`src/rtl/tinyalu_pkg.sv`:
```
// Shared TinyALU definitions: operation encoding and the command record.
// Used by the command driver, its FIFO, the scoreboard and the BFM.
package tinyalu_pkg;

    typedef enum logic [2:0] {
        no_op  = 3'b000,
        add_op = 3'b001,
        and_op = 3'b010,
        xor_op = 3'b011,
        mul_op = 3'b100,
        rst_op = 3'b111
    } operation_t;

    typedef struct packed {
        operation_t  op;
        logic [7:0]  A;
        logic [7:0]  B;
    } cmd_t;

    localparam logic [15:0] TIMEOUT_RESULT = 16'hDEAD;

    // Codes 5 and 6 are unused and fall through as no_op.
    function automatic logic is_alu_op(input operation_t op);
        return (op == add_op) || (op == and_op) || (op == xor_op) || (op == mul_op);
    endfunction

endpackage

```
`src/rtl/tinyalu_cmd_fifo.sv`:
```
// Synchronous command FIFO for the TinyALU driver; DEPTH must be a power of two, >= 2.
module tinyalu_cmd_fifo
    import tinyalu_pkg::*;
#(
    parameter int unsigned DEPTH = 4
) (
    input  logic clk,
    input  logic reset_n,
    input  logic push,
    input  cmd_t wdata,
    input  logic pop,
    output cmd_t rdata,
    output logic full,
    output logic empty
);
    localparam int unsigned PW = $clog2(DEPTH);

    cmd_t           mem [DEPTH];
    logic [PW-1:0]  wr_ptr;
    logic [PW-1:0]  rd_ptr;
    logic [PW:0]    count;
    logic           do_push;
    logic           do_pop;

    assign full    = (count == (PW+1)'(DEPTH));
    assign empty   = (count == '0);
    // A simultaneous pop frees the slot, so push is legal even when full.
    assign do_push = push && (!full || pop);
    assign do_pop  = pop && !empty;
    assign rdata   = mem[rd_ptr];

    always_ff @(posedge clk) begin
        if (do_push) begin
            mem[wr_ptr] <= wdata;
        end
    end

    always_ff @(posedge clk or negedge reset_n) begin
        if (!reset_n) begin
            wr_ptr <= '0;
            rd_ptr <= '0;
            count  <= '0;
        end else begin
            if (do_push) begin
                wr_ptr <= wr_ptr + 1'b1;
            end
            if (do_pop) begin
                rd_ptr <= rd_ptr + 1'b1;
            end
            case ({do_push, do_pop})
                2'b10:   count <= count + 1'b1;
                2'b01:   count <= count - 1'b1;
                default: count <= count;
            endcase
        end
    end

endmodule

```
`src/rtl/tinyalu_cmd_driver.sv`:
```
// TinyALU command initiator: buffers valid/ready commands and drives the start/done pins.
// Define TINYALU_DRV_TIMEOUT_EN to abort ISSUE after TIMEOUT_CYC cycles without alu_done.
module tinyalu_cmd_driver
    import tinyalu_pkg::*;
#(
    parameter int unsigned FIFO_DEPTH  = 4,
    parameter int unsigned TIMEOUT_CYC = 16
) (
    input  logic        clk,
    input  logic        reset_n,
    input  logic        cmd_valid,
    output logic        cmd_ready,
    input  logic [2:0]  cmd_op,
    input  logic [7:0]  cmd_a,
    input  logic [7:0]  cmd_b,
    output logic        rsp_valid,
    input  logic        rsp_ready,
    output logic [2:0]  rsp_op,
    output logic [15:0] rsp_result,
    output logic        rsp_err,
    output logic        alu_start,
    output logic [2:0]  alu_op,
    output logic [7:0]  alu_A,
    output logic [7:0]  alu_B,
    output logic        alu_reset_n,
    input  logic        alu_done,
    input  logic [15:0] alu_result
);
    typedef enum logic [2:0] {IDLE, ISSUE, GAP, RSP, RST} state_t;

    state_t state;
    cmd_t   fifo_wdata;
    cmd_t   fifo_rdata;
    logic   fifo_push;
    logic   fifo_pop;
    logic   fifo_full;
    logic   fifo_empty;

    assign fifo_wdata.op = operation_t'(cmd_op);
    assign fifo_wdata.A  = cmd_a;
    assign fifo_wdata.B  = cmd_b;
    assign cmd_ready     = !fifo_full;
    assign fifo_push     = cmd_valid && !fifo_full;
    assign fifo_pop      = (state == IDLE) && !fifo_empty;

    tinyalu_cmd_fifo #(
        .DEPTH (FIFO_DEPTH)
    ) u_fifo (
        .clk     (clk),
        .reset_n (reset_n),
        .push    (fifo_push),
        .wdata   (fifo_wdata),
        .pop     (fifo_pop),
        .rdata   (fifo_rdata),
        .full    (fifo_full),
        .empty   (fifo_empty)
    );

`ifdef TINYALU_DRV_TIMEOUT_EN
    localparam int unsigned TW = $clog2(TIMEOUT_CYC + 1);
    logic [TW-1:0] tmo_cnt;
    logic          tmo_hit;
    logic          rsp_err_q;

    assign tmo_hit = (tmo_cnt == TW'(TIMEOUT_CYC - 1));
    assign rsp_err = rsp_err_q;
`else
    assign rsp_err = 1'b0;
`endif

    always_ff @(posedge clk or negedge reset_n) begin
        if (!reset_n) begin
            state       <= IDLE;
            alu_start   <= 1'b0;
            alu_op      <= no_op;
            alu_A       <= '0;
            alu_B       <= '0;
            alu_reset_n <= 1'b1;
            rsp_valid   <= 1'b0;
            rsp_op      <= '0;
            rsp_result  <= '0;
`ifdef TINYALU_DRV_TIMEOUT_EN
            tmo_cnt     <= '0;
            rsp_err_q   <= 1'b0;
`endif
        end else begin
            case (state)
                IDLE: begin
                    if (!fifo_empty) begin
                        if (is_alu_op(fifo_rdata.op)) begin
                            alu_op    <= fifo_rdata.op;
                            alu_A     <= fifo_rdata.A;
                            alu_B     <= fifo_rdata.B;
                            alu_start <= 1'b1;
                            state     <= ISSUE;
`ifdef TINYALU_DRV_TIMEOUT_EN
                            tmo_cnt   <= '0;
`endif
                        end else if (fifo_rdata.op == rst_op) begin
                            alu_reset_n <= 1'b0;
                            alu_op      <= no_op;
                            alu_start   <= 1'b0;
                            state       <= RST;
                        end
                    end
                end
                ISSUE: begin
                    if (alu_done) begin
                        alu_start  <= 1'b0;
                        rsp_op     <= alu_op;
                        rsp_result <= alu_result;
`ifdef TINYALU_DRV_TIMEOUT_EN
                        rsp_err_q  <= 1'b0;
`endif
                        state      <= GAP;
                    end
`ifdef TINYALU_DRV_TIMEOUT_EN
                    else if (tmo_hit) begin
                        alu_start  <= 1'b0;
                        rsp_op     <= alu_op;
                        rsp_result <= TIMEOUT_RESULT;
                        rsp_err_q  <= 1'b1;
                        state      <= GAP;
                    end else begin
                        tmo_cnt <= tmo_cnt + 1'b1;
                    end
`endif
                end
                GAP: begin
                    rsp_valid <= 1'b1;
                    state     <= RSP;
                end
                RSP: begin
                    if (rsp_ready) begin
                        rsp_valid <= 1'b0;
                        state     <= IDLE;
                    end
                end
                RST: begin
                    alu_reset_n <= 1'b1;
                    alu_op      <= no_op;
                    alu_start   <= 1'b0;
                    state       <= IDLE;
                end
                default: state <= IDLE;
            endcase
        end
    end

endmodule

```
`config.mk`:
```
export PLATFORM = sky130hd
export DESIGN_NAME = tinyalu_cmd_driver
export DESIGN_NICKNAME = d
export VERILOG_FILES = /design/src/rtl/tinyalu_pkg.sv /design/src/rtl/tinyalu_cmd_fifo.sv /design/src/rtl/tinyalu_cmd_driver.sv
export SDC_FILE = /design/constraint.sdc
export NUM_CORES = 1
export LEC_CHECK = 0
export BUFFER_PORTS_ARGS = -buffer_cell sky130_fd_sc_hd__buf_2
export CAP_MARGIN = 40
export CORE_MARGIN = 4
export CORE_UTILIZATION = 50
export CTS_BUF_LIST = sky130_fd_sc_hd__clkbuf_2 sky130_fd_sc_hd__clkbuf_4 sky130_fd_sc_hd__clkbuf_8
export DETAILED_ROUTE_END_ITERATION = 12
export PLACE_DENSITY_LB_ADDON = 0.3
export SLEW_MARGIN = 20
export SYNTH_ARGS = -nofsm -noshare
export SYNTH_HDL_FRONTEND = slang
export SYNTH_HIERARCHICAL = 1
export SYNTH_SLANG_ARGS = --single-unit
```
`constraint.sdc`:
```
create_clock -name clk -period 7.1 [get_ports clk]
set_input_delay 0.71 -clock clk [delete_from_list [all_inputs] [get_ports clk]]
set_output_delay 0.71 -clock clk [all_outputs]
set_load 0.1 [all_outputs]
```
==> flow_summary_export.csv, run 1 <==
group,metric,value,unit
status,outcome,"complete, no violations",
setup_path,end_kind,"flip-flop",
grt,grt_pass1_vias,2672,
routing,viasPerCell,5.102,
routing,drc,0,
setup_path,setup.worst_path.start,"u_fifo/count[2]",
placement,gp_congestion,0.7357,
timing,max_clock_freq,0.3852,GHz
setup_path,cpPeakStageDelay,430,ps
placement,numPortBuffers,81,
setup_path,required,7440,ps
placement,place_hpwl,5488,um
synth,synth_mux_area_share,17.44,%
floorplan,start_util,51.66,%
floorplan,die_x,108.7,um
floorplan,die-area,11820,um2
clock_network,clock_path_buffers,2,
floorplan,fp.dieH,108.7,um
timing,finalSetupTns,0,ps
grt,antenna_found_initial,0,
timing,slew-limit-headroom,55.69,%
setup_path,rrSetupSlack,4500,ps
synth,yosysSeqAreaShare,70.18,%
floorplan,num_rows,36,
layout,layout-drive-gt1-share,48.15,%
clock_network,cts.sink_count,127,
layout,nets,411,
timing,finalHoldViolations,0,
setup_path,critPathMaxFanout,7,
routing,drt_pre_antenna_iters,4,
synth,synthSimpleGateAreaFrac,4.218,%
grt,gr-usage-all-layers,15.86,%
routing,drt_first_iter_violations,103,
routing,drtAntennaViolNets,0,
timing,post-route-period-util,36.57,%
synth,netlist_area,5072,um2
routing,totalWireLength,8599,um
synth,syn_area_per_cell,18.65,um2
setup_path,critical_path.top_delay_family,"simple AND/OR/NAND/NOR gates",
clock_network,postCtsHoldBufs,0,
setup_path,worstSetupPathType,"flip-flop to flip-flop",
synth,synth.net_count,318,
synth,synth_ff_type,"edfxtp_1",
clock_network,cts_tree,"done",
synth,synth.distinct_cells,44,
layout,antennaDiodeCount,0,
synth,synth_top_family_by_area,"multiplexers",
setup_path,critPathSlowestCell,"fa_1",
clock_network,path_clk_slew,70,ps
synth,synth-xor-area-share,1.381,%
synth,synth_seq_cells,127,
timing,setup_viol,0,
floorplan,io_pins,83,
min_path,hold_path.class,"input port to async pin",
clock_network,htree_levels,4,
synth,async_flop_share,40.16,%
clock_network,cts_buffers,17,
flow_run,cap_violations,0,
grt,grt_overflow_total,0,
clock_network,cts_resized,0,
setup_path,start_kind,"flip-flop",
timing,period_minus_slack,2596,ps
timing,skew,8.689,ps
setup_path,path_buf_inv,2,
timing,rsz0062_at_grt,"false",
clock_network,post-cts-setup-buffer-count,0,
grt,grt_max_degree,52,
timing,maxSlewViolCount,0,
timing,worstMarginPinSlew,664.6,ps
routing,wl_per_cell,16.83,um
setup_path,critPathArrivalTime,2940,ps
grt,grt_pass1_wl,13780,um
clock_network,worstSkewPairLatency,420,ps
setup_path,reg2reg_from,"u_fifo/count[2]",
clock_network,cts_root_buf,"clkbuf_8",
synth,synth_edf_count,76,
synth,synth_compound_area_share,2.763,%
layout,area_delta_synth_final,18.11,%
synth,yosysWarnings,6,
setup_path,crit_path_cell_trace,"nor3_1 -> or3_4 -> nor2_8 -> o21a_4 -> inv_1 -> ha_1 -> inv_1 -> fa_1 -> xor2_1 -> nor2_1 -> xor2_1",
routing,vias,2607,
synth,synthAdderAreaFrac,1.628,%
synth,synthCells,272,
floorplan,core,9819,um2
final timing paths:
check                             endpoint  depth (start not counted)
max in group asynchronous         alu_B[5]                          2
min in group clk               alu_reset_n                          2
max                        u_fifo/count[2]                         11
min reg2reg                    alu_reset_n                          2
max reg2reg                u_fifo/count[2]                         11
min                              rsp_valid                          2
cell usage after synthesis (all sizes together), types with 2 or more instances:
cell / n / share of area [%]
edfxtp: 76 / 45
dfrtp: 50 / 25
mux2: 36 / 8.8
mux4: 19 / 8.4
inv: 11 / 0.81
nand2: 8 / 0.74
buf: 7 / 1.2
o21ai: 6 / 0.59
ha: 5 / 1.2
and2: 4 / 0.59
clkbuf: 4 / 0.30
nand3: 4 / 0.39
nor2: 4 / 0.62
nor3: 4 / 0.49
xnor2: 4 / 0.69
xor2: 4 / 0.69
a21oi: 2 / 0.20
nand3b: 2 / 0.30
nor2b: 2 / 0.25
nor3b: 2 / 0.30
o21a: 2 / 0.44
o31a: 2 / 0.37
o41ai: 2 / 0.35
flip-flops by register name, summed over array words and instances, names as in the netlist:
name / count
u_fifo/wr_ptr: 2
alu_reset_n: 1
alu_A: 8
rsp_op: 3
state: 3
alu_op: 3
u_fifo/mem: 76
rsp_valid: 1
rsp_result: 16
u_fifo/rd_ptr: 2
alu_start: 1
alu_B: 8
u_fifo/count: 3
routing by layer:
metal,track usage (%),wire length (um)
met1,20.69,3827
met2,25.02,4110
met3,4.973,594
met4,6.222,66
met5,0,0
per-stage QoR:
step | setup slack, ps | hold WS (ps) | cell area (um2) | utilization, % | std cells
3_5_place_dp | 4506 | 480.9 | 5605 | 57.08 | 479
6_report | 4504 | 401.8 | 5991 | 61.01 | 511
2_1_floorplan | 4725 | 414.4 | 5072 | - | 272
3_3_place_gp | 4502 | 476.0 | 5590 | 56.93 | 478
4_1_cts | 4490 | 411.3 | 5991 | 61.01 | 511
5_1_grt | 4320 | 433.3 | 5991 | 61.01 | 511
cell type report:
type,instances,area [um2]
Clock buffer,18,241.5
Tap cell,133,166.4
Fill cell,760,3829
Clock inverter,14,143.9
Timing Repair Buffer,85,442.9
Sequential cell,127,3560
Inverter,11,41.29
Multi-Input combinational cell,123,1395
logic make-up (layout without fill, tap and decap cells):
kind of cell / after synthesis / in the layout
mux: 56 / 56
compound gates: 19 / 19
buf+inv: 22 / 128
other cells: 1 / 1
flops: 127 / 127
xor+xnor: 8 / 8
fa+ha+maj: 6 / 6
simple gates: 33 / 33
cell usage in the layout (no fill, tap or decap), drive strengths merged, types with 4 or more instances in the layout:
cell / n
clkinvlp: 4
buf: 85
and2: 4
dfrtp: 50
o21ai: 6
nor2: 4
inv: 12
mux4: 19
xnor2: 4
nand3: 4
nand2: 8
clkbuf: 18
nor3: 4
mux2: 36
clkinv: 7
edfxtp: 76
ha: 5
xor2: 4
Power of run 1 is not shown: default switching activity piles up to over one toggle a cycle in this logic, so the estimate is an artifact.
==> run 2, diff against run 1 <==
Clock period 7.1 ns to 2.11 ns, I/O delays scaled along.
==> run 2 against run 1 <==
Against the previous run:
- the run now ends with setup timing left
- via count is 10% higher
- maximum frequency is 21% higher
- sequential share of layout area down 5.4 points
- largest cell class unchanged
==> flow_summary_export.csv, run 2 (synthesized netlist as in run 1, its figures left out) <==
group,metric,value,unit
layout,top_regs,"u_fifo/mem: 76 flops, rsp_result: 16 flops",
clock_network,cts_buffers,17,
setup_path,rrSetupSlack,-30,ps
timing,maxSlewViolCount,0,
floorplan,die-area,11820,um2
timing,max_clock_freq,0.4664,GHz
min_path,hold_path.class,"input port to flip-flop",
placement,numPortBuffers,81,
layout,antennaDiodeCount,0,
floorplan,core,9819,um2
setup_path,end_kind,"flip-flop",
timing,post-route-period-util,101.6,%
clock_network,clock_path_buffers,2,
routing,wl_per_cell,16.11,um
floorplan,fp.dieH,108.7,um
timing,worstMarginPinSlew,657.2,ps
setup_path,start_kind,"flip-flop",
routing,totalWireLength,9150,um
clock_network,htree_levels,4,
setup_path,cpPeakStageDelay,420,ps
routing,viasPerCell,5.055,
timing,fin_ws,-33.93,ps
grt,grt_pass1_wl,14570,um
layout,area_delta_synth_final,29.99,%
setup_path,setup.worst_path.start,"u_fifo/count[0]",
setup_path,reg2reg_to,"u_fifo/count[2]",
routing,drc,0,
layout,layout_common_cells,"81 x buf_2, 76 x edfxtp_1, 49 x dfrtp_1",
layout,mostFrequentLayoutCell,"buf_2",
timing,rsz0062_at_grt,"true",
floorplan,die_x,108.7,um
routing,vias,2871,
setup_path,worstSetupPathType,"flip-flop to flip-flop",
setup_path,required,2440,ps
grt,antenna_found_initial,1,
setup_path,critPathArrivalTime,2480,ps
timing,slew-limit-headroom,56.18,%
routing,drtAntennaViolNets,0,
clock_network,path_clk_slew,60,ps
setup_path,crit_path_cell_trace,"or3b_4 -> o21a_4 -> inv_2 -> ha_4 -> inv_2 -> fa_2 -> xor2_1 -> nor2_1 -> xor2_1",
timing,hold_slack,28.84,ps
floorplan,io_pins,83,
grt,grt_max_degree,52,
clock_network,worstSkewPairLatency,420,ps
setup_path,reg2reg_depth,9,
clock_network,cts_root_buf,"clkbuf_8",
routing,drt_first_iter_violations,117,
floorplan,start_util,51.66,%
timing,skew,8.632,ps
clock_network,cts.sink_count,127,
setup_path,critPathMaxFanout,3,
grt,grt_pass1_vias,2858,
status,violations,"setup timing",
placement,gp_congestion,0.7596,
timing,setup_viol,1,
flow_run,cap_violations,0,
timing,finalHoldViolations,0,
layout,nets,468,
floorplan,num_rows,36,
status,outcome,"finished, violations left",
setup_path,reg2reg_from,"u_fifo/count[0]",
placement,place_hpwl,5989,um
setup_path,critPathSlowestCell,"or3b_4",
layout,largest_reg_flops,76,
setup_path,endpoint,"u_fifo/count[2]",
layout,top_register,"u_fifo/mem",
grt,gr-usage-all-layers,16.72,%
layout,layout-drive-gt1-share,51.72,%
grt,grt_overflow_total,0,
routing,drt_pre_antenna_iters,4,
timing,period_minus_slack,2144,ps
clock_network,cts_tree,"done",
[run 2: critical path: cells and delay by family (launching register included)]
kind	cells	cell delay [ps]
AO/OA/AOI/OAI	1	230
XOR/XNOR	2	320
adder cells (fa/ha/maj)	2	460
buffers and inverters	2	100
flip-flops	1	410
AND/OR/NAND/NOR	2	550
[run 2: worst min-delay path by stage]
stage                             start                 to  depth (start not counted)
after CTS                     cmd_op[1]  u_fifo/mem[0][17]                          1
after global routing      alu_result[2]      rsp_result[2]                          2
after floorplan                 reset_n           alu_A[0]                          0
after global placement          reset_n          rsp_op[1]                          2
after detailed placement        reset_n          rsp_op[1]                          2
final                     alu_result[5]      rsp_result[5]                          2
[run 2: area by class of cell]
| cell class | instances | area [um2] |
|---|---|---|
| Clock buffer | 23 | 279.0 |
| Clock inverter | 9 | 116.4 |
| Tap cell | 133 | 166.4 |
| Fill cell | 697 | 3226 |
| Multi-Input combinational cell | 124 | 1473 |
| Timing Repair Buffer | 141 | 957.2 |
| Sequential cell | 127 | 3561 |
| Inverter | 11 | 41.29 |
[run 2: what timing repair did]
action / 4_1_cts / 5_1_grt
setup endpoints to repair: 18 / 21
setup buffers: 3 / 6
hold endpoints to repair: 120 / 0
hold buffers: 24 / 0
cloned: 1 / 0
pin swaps: 8 / 6
resized for setup: 5 / 5
[run 2: stage by stage]
stage	utilization [%]	setup WS (ps)	TNS, ps	instances	area [um2]
floorplan	-	-75.45	-187.7	272	5127
global placement	59.58	-6.211	-34.78	502	5851
detailed placement	59.58	-123.7	-540.9	502	5851
CTS	66.54	-50.00	-97.71	562	6534
global route	67.15	-137.2	-472.6	568	6594
finish	67.15	-33.93	-33.93	568	6594
[run 2: per-layer routing]
metal  routed length [um]  GRT usage (%)
met4                  150          6.132
met1                 3916          20.48
met5                   13              0
met3                  590          5.388
met2                 4479          27.93
Power of run 2 is left out for the same reason.
==> run 3, diff against run 2 <==
--- a/config.mk
+++ b/config.mk
@@ -10,3 +10,3 @@
 export CORE_MARGIN = 4
-export CORE_UTILIZATION = 50
+export CORE_UTILIZATION = 52
 export CTS_BUF_LIST = sky130_fd_sc_hd__clkbuf_2 sky130_fd_sc_hd__clkbuf_4 sky130_fd_sc_hd__clkbuf_8
==> constraint.sdc (replaced) <==
create_clock -name clk -period 2.11 [get_ports clk]
set_input_delay 0.3165 -clock clk [delete_from_list [all_inputs] [get_ports clk]]
set_output_delay 0.3165 -clock clk [all_outputs]
set_load 0.1 [all_outputs]
==> run 3 against run 2 <==
Against the previous run:
- largest cell class unchanged
- the run still ends with setup timing left
- critical endpoint unchanged
- count of clock-buffer cells in the layout is 6 lower
- sequential cell count is the same
- wire length shrank 2.9%
- critical path type unchanged
==> flow_summary_export.csv, run 3 (synthesized netlist as in run 1, its figures left out) <==
group,metric,value,unit
timing,max_clock_freq,0.4606,GHz
grt,grt_overflow_total,0,
setup_path,end_kind,"flip-flop",
layout,top_regs,"u_fifo/mem: 76 flops, rsp_result: 16 flops",
layout,fill_cells,609,
status,outcome,"finished, violations left",
routing,wl_per_cell,16.36,um
timing,setup_viol,1,
timing,post-route-period-util,102.9,%
clock_network,clock_path_buffers,2,
routing,totalWireLength,8883,um
layout,multi_input_area,1491,um2
layout,top_register,"u_fifo/mem",
routing,vias,2816,
min_path,hold_path.class,"input port to async pin",
floorplan,start_util,54.13,%
clock_network,cts_root_buf,"clkbuf_8",
layout,area_delta_synth_final,28.27,%
clock_network,worstSkewPairLatency,420,ps
routing,drc,0,
clock_network,cts_buffers,17,
timing,slew-limit-headroom,56.77,%
floorplan,die_x,106.8,um
grt,busiest_layer,"met2",
setup_path,start_kind,"flip-flop",
setup_path,worstSetupPathType,"flip-flop to flip-flop",
grt,gr-usage-all-layers,16.81,%
clock_network,postCtsHoldBufs,0,
layout,mostFrequentLayoutCell,"buf_2",
placement,gp_congestion,0.7838,
clock_network,path_clk_slew,70,ps
timing,skew,7.101,ps
setup_path,critPathArrivalTime,2520,ps
timing,fin_ws,-61.12,ps
grt,grt_pass1_vias,2961,
layout,layout_common_cells,"81 x buf_2, 76 x edfxtp_1, 49 x dfrtp_1",
floorplan,fp.dieH,106.8,um
routing,drt_first_iter_violations,100,
routing,viasPerCell,5.186,
timing,hold_slack,6.708,ps
flow_run,cap_violations,0,
grt,grt_pass1_wl,14520,um
grt,grtUsageMet1,20.38,%
clock_network,cts.sink_count,127,
floorplan,die-area,11400,um2
floorplan,io_pins,83,
grt,use_met3,4.937,%
setup_path,critPathMaxFanout,3,
grt,antenna_found_initial,0,
layout,nets,447,
placement,placed_cells,500,
layout,instances_no_fill,543,
layout,area.sequential,3561,um2
timing,finalHoldViolations,0,
layout,layout-drive-gt1-share,56.52,%
timing,rsz0062_at_grt,"true",
timing,period_minus_slack,2171,ps
routing,drtAntennaViolNets,0,
placement,place_ws,-90.66,ps
layout,largest_reg_flops,76,
placement,place_hpwl,5822,um
setup_path,required,2450,ps
timing,worstMarginPinSlew,648.5,ps
clock_network,htree_levels,4,
floorplan,num_rows,35,
routing,drt_pre_antenna_iters,4,
grt,grt_use_met2,28.73,%
placement,numPortBuffers,81,
timing,maxSlewViolCount,0,
status,violations,"setup timing",
floorplan,core,9371,um2
layout,antennaDiodeCount,0,
clock_network,cts_tree,"done",
grt,grt_max_degree,52,
run 3: cell count changes in the layout (fill, tap and decap cells not counted), moves of 3 or more:
cell	change
inv_6	+5
clkinv_1	-3
buf_12	+4
dlygate4sd3_1	-24
clkbuf_4	-6
run 3: cell type report:
| cell class | count | area share (%) |
|---|---|---|
| Sequential cell | 127 | 54.73 |
| Clock inverter | 15 | 3.558 |
| Inverter | 11 | 0.6346 |
| Clock buffer | 17 | 3.596 |
| Multi-Input combinational cell | 124 | 22.92 |
| Tap cell | 129 | 2.481 |
| Timing Repair Buffer | 120 | 12.08 |
run 3: metrics by stage:
step           setup TNS (ps)  utilization, %  instance area [um2]
2_1_floorplan          -187.7               -                 5127
3_3_place_gp           -5.419           63.07                 5911
3_5_place_dp           -264.6           63.07                 5911
4_1_cts                -46.23           68.81                 6449
5_1_grt                -156.7           69.43                 6506
6_report               -61.12           69.43                 6506
run 3: path summary, 6_finish.rpt:
path | to | cells past startpoint | from | slack (ps)
max in group asynchronous | u_fifo/rd_ptr[0] | 2 | reset_n | 1630
hold / removal | rsp_result[13] | 2 | reset_n | 7
setup reg to reg | u_fifo/count[2] | 10 | u_fifo/count[1] | -60
hold reg to reg | alu_reset_n | 2 | alu_reset_n | 490
setup / recovery | u_fifo/count[2] | 10 | u_fifo/count[1] | -60
min in group clk | u_fifo/mem[3][8] | 1 | cmd_a[0] | 100
run 3: layer usage:
layer | vias up | wire [um]
met5 | - | 0
met3 | 14 | 503
li1 | 1292 | -
met4 | 0 | 103
met2 | 84 | 4652
met1 | 1426 | 3624
run 3: worst max-delay path, cell delays in order (launching register included):
cell     delay (ps)
dfrtp_1         390
nor3_2           70
or3_4           400
nor2_8          110
o31a_4          160
ha_4            130
inv_2            30
fa_2            350
xor2_1          170
nor2_1          140
xor2_1          150
run 3: what timing repair did:
action	CTS	global route
cloned	1	0
buffers inserted	8	2
pin swaps	10	5
gates resized for setup	5	6
setup endpoints to repair	18	15
Power of run 3 is left out for the same reason.
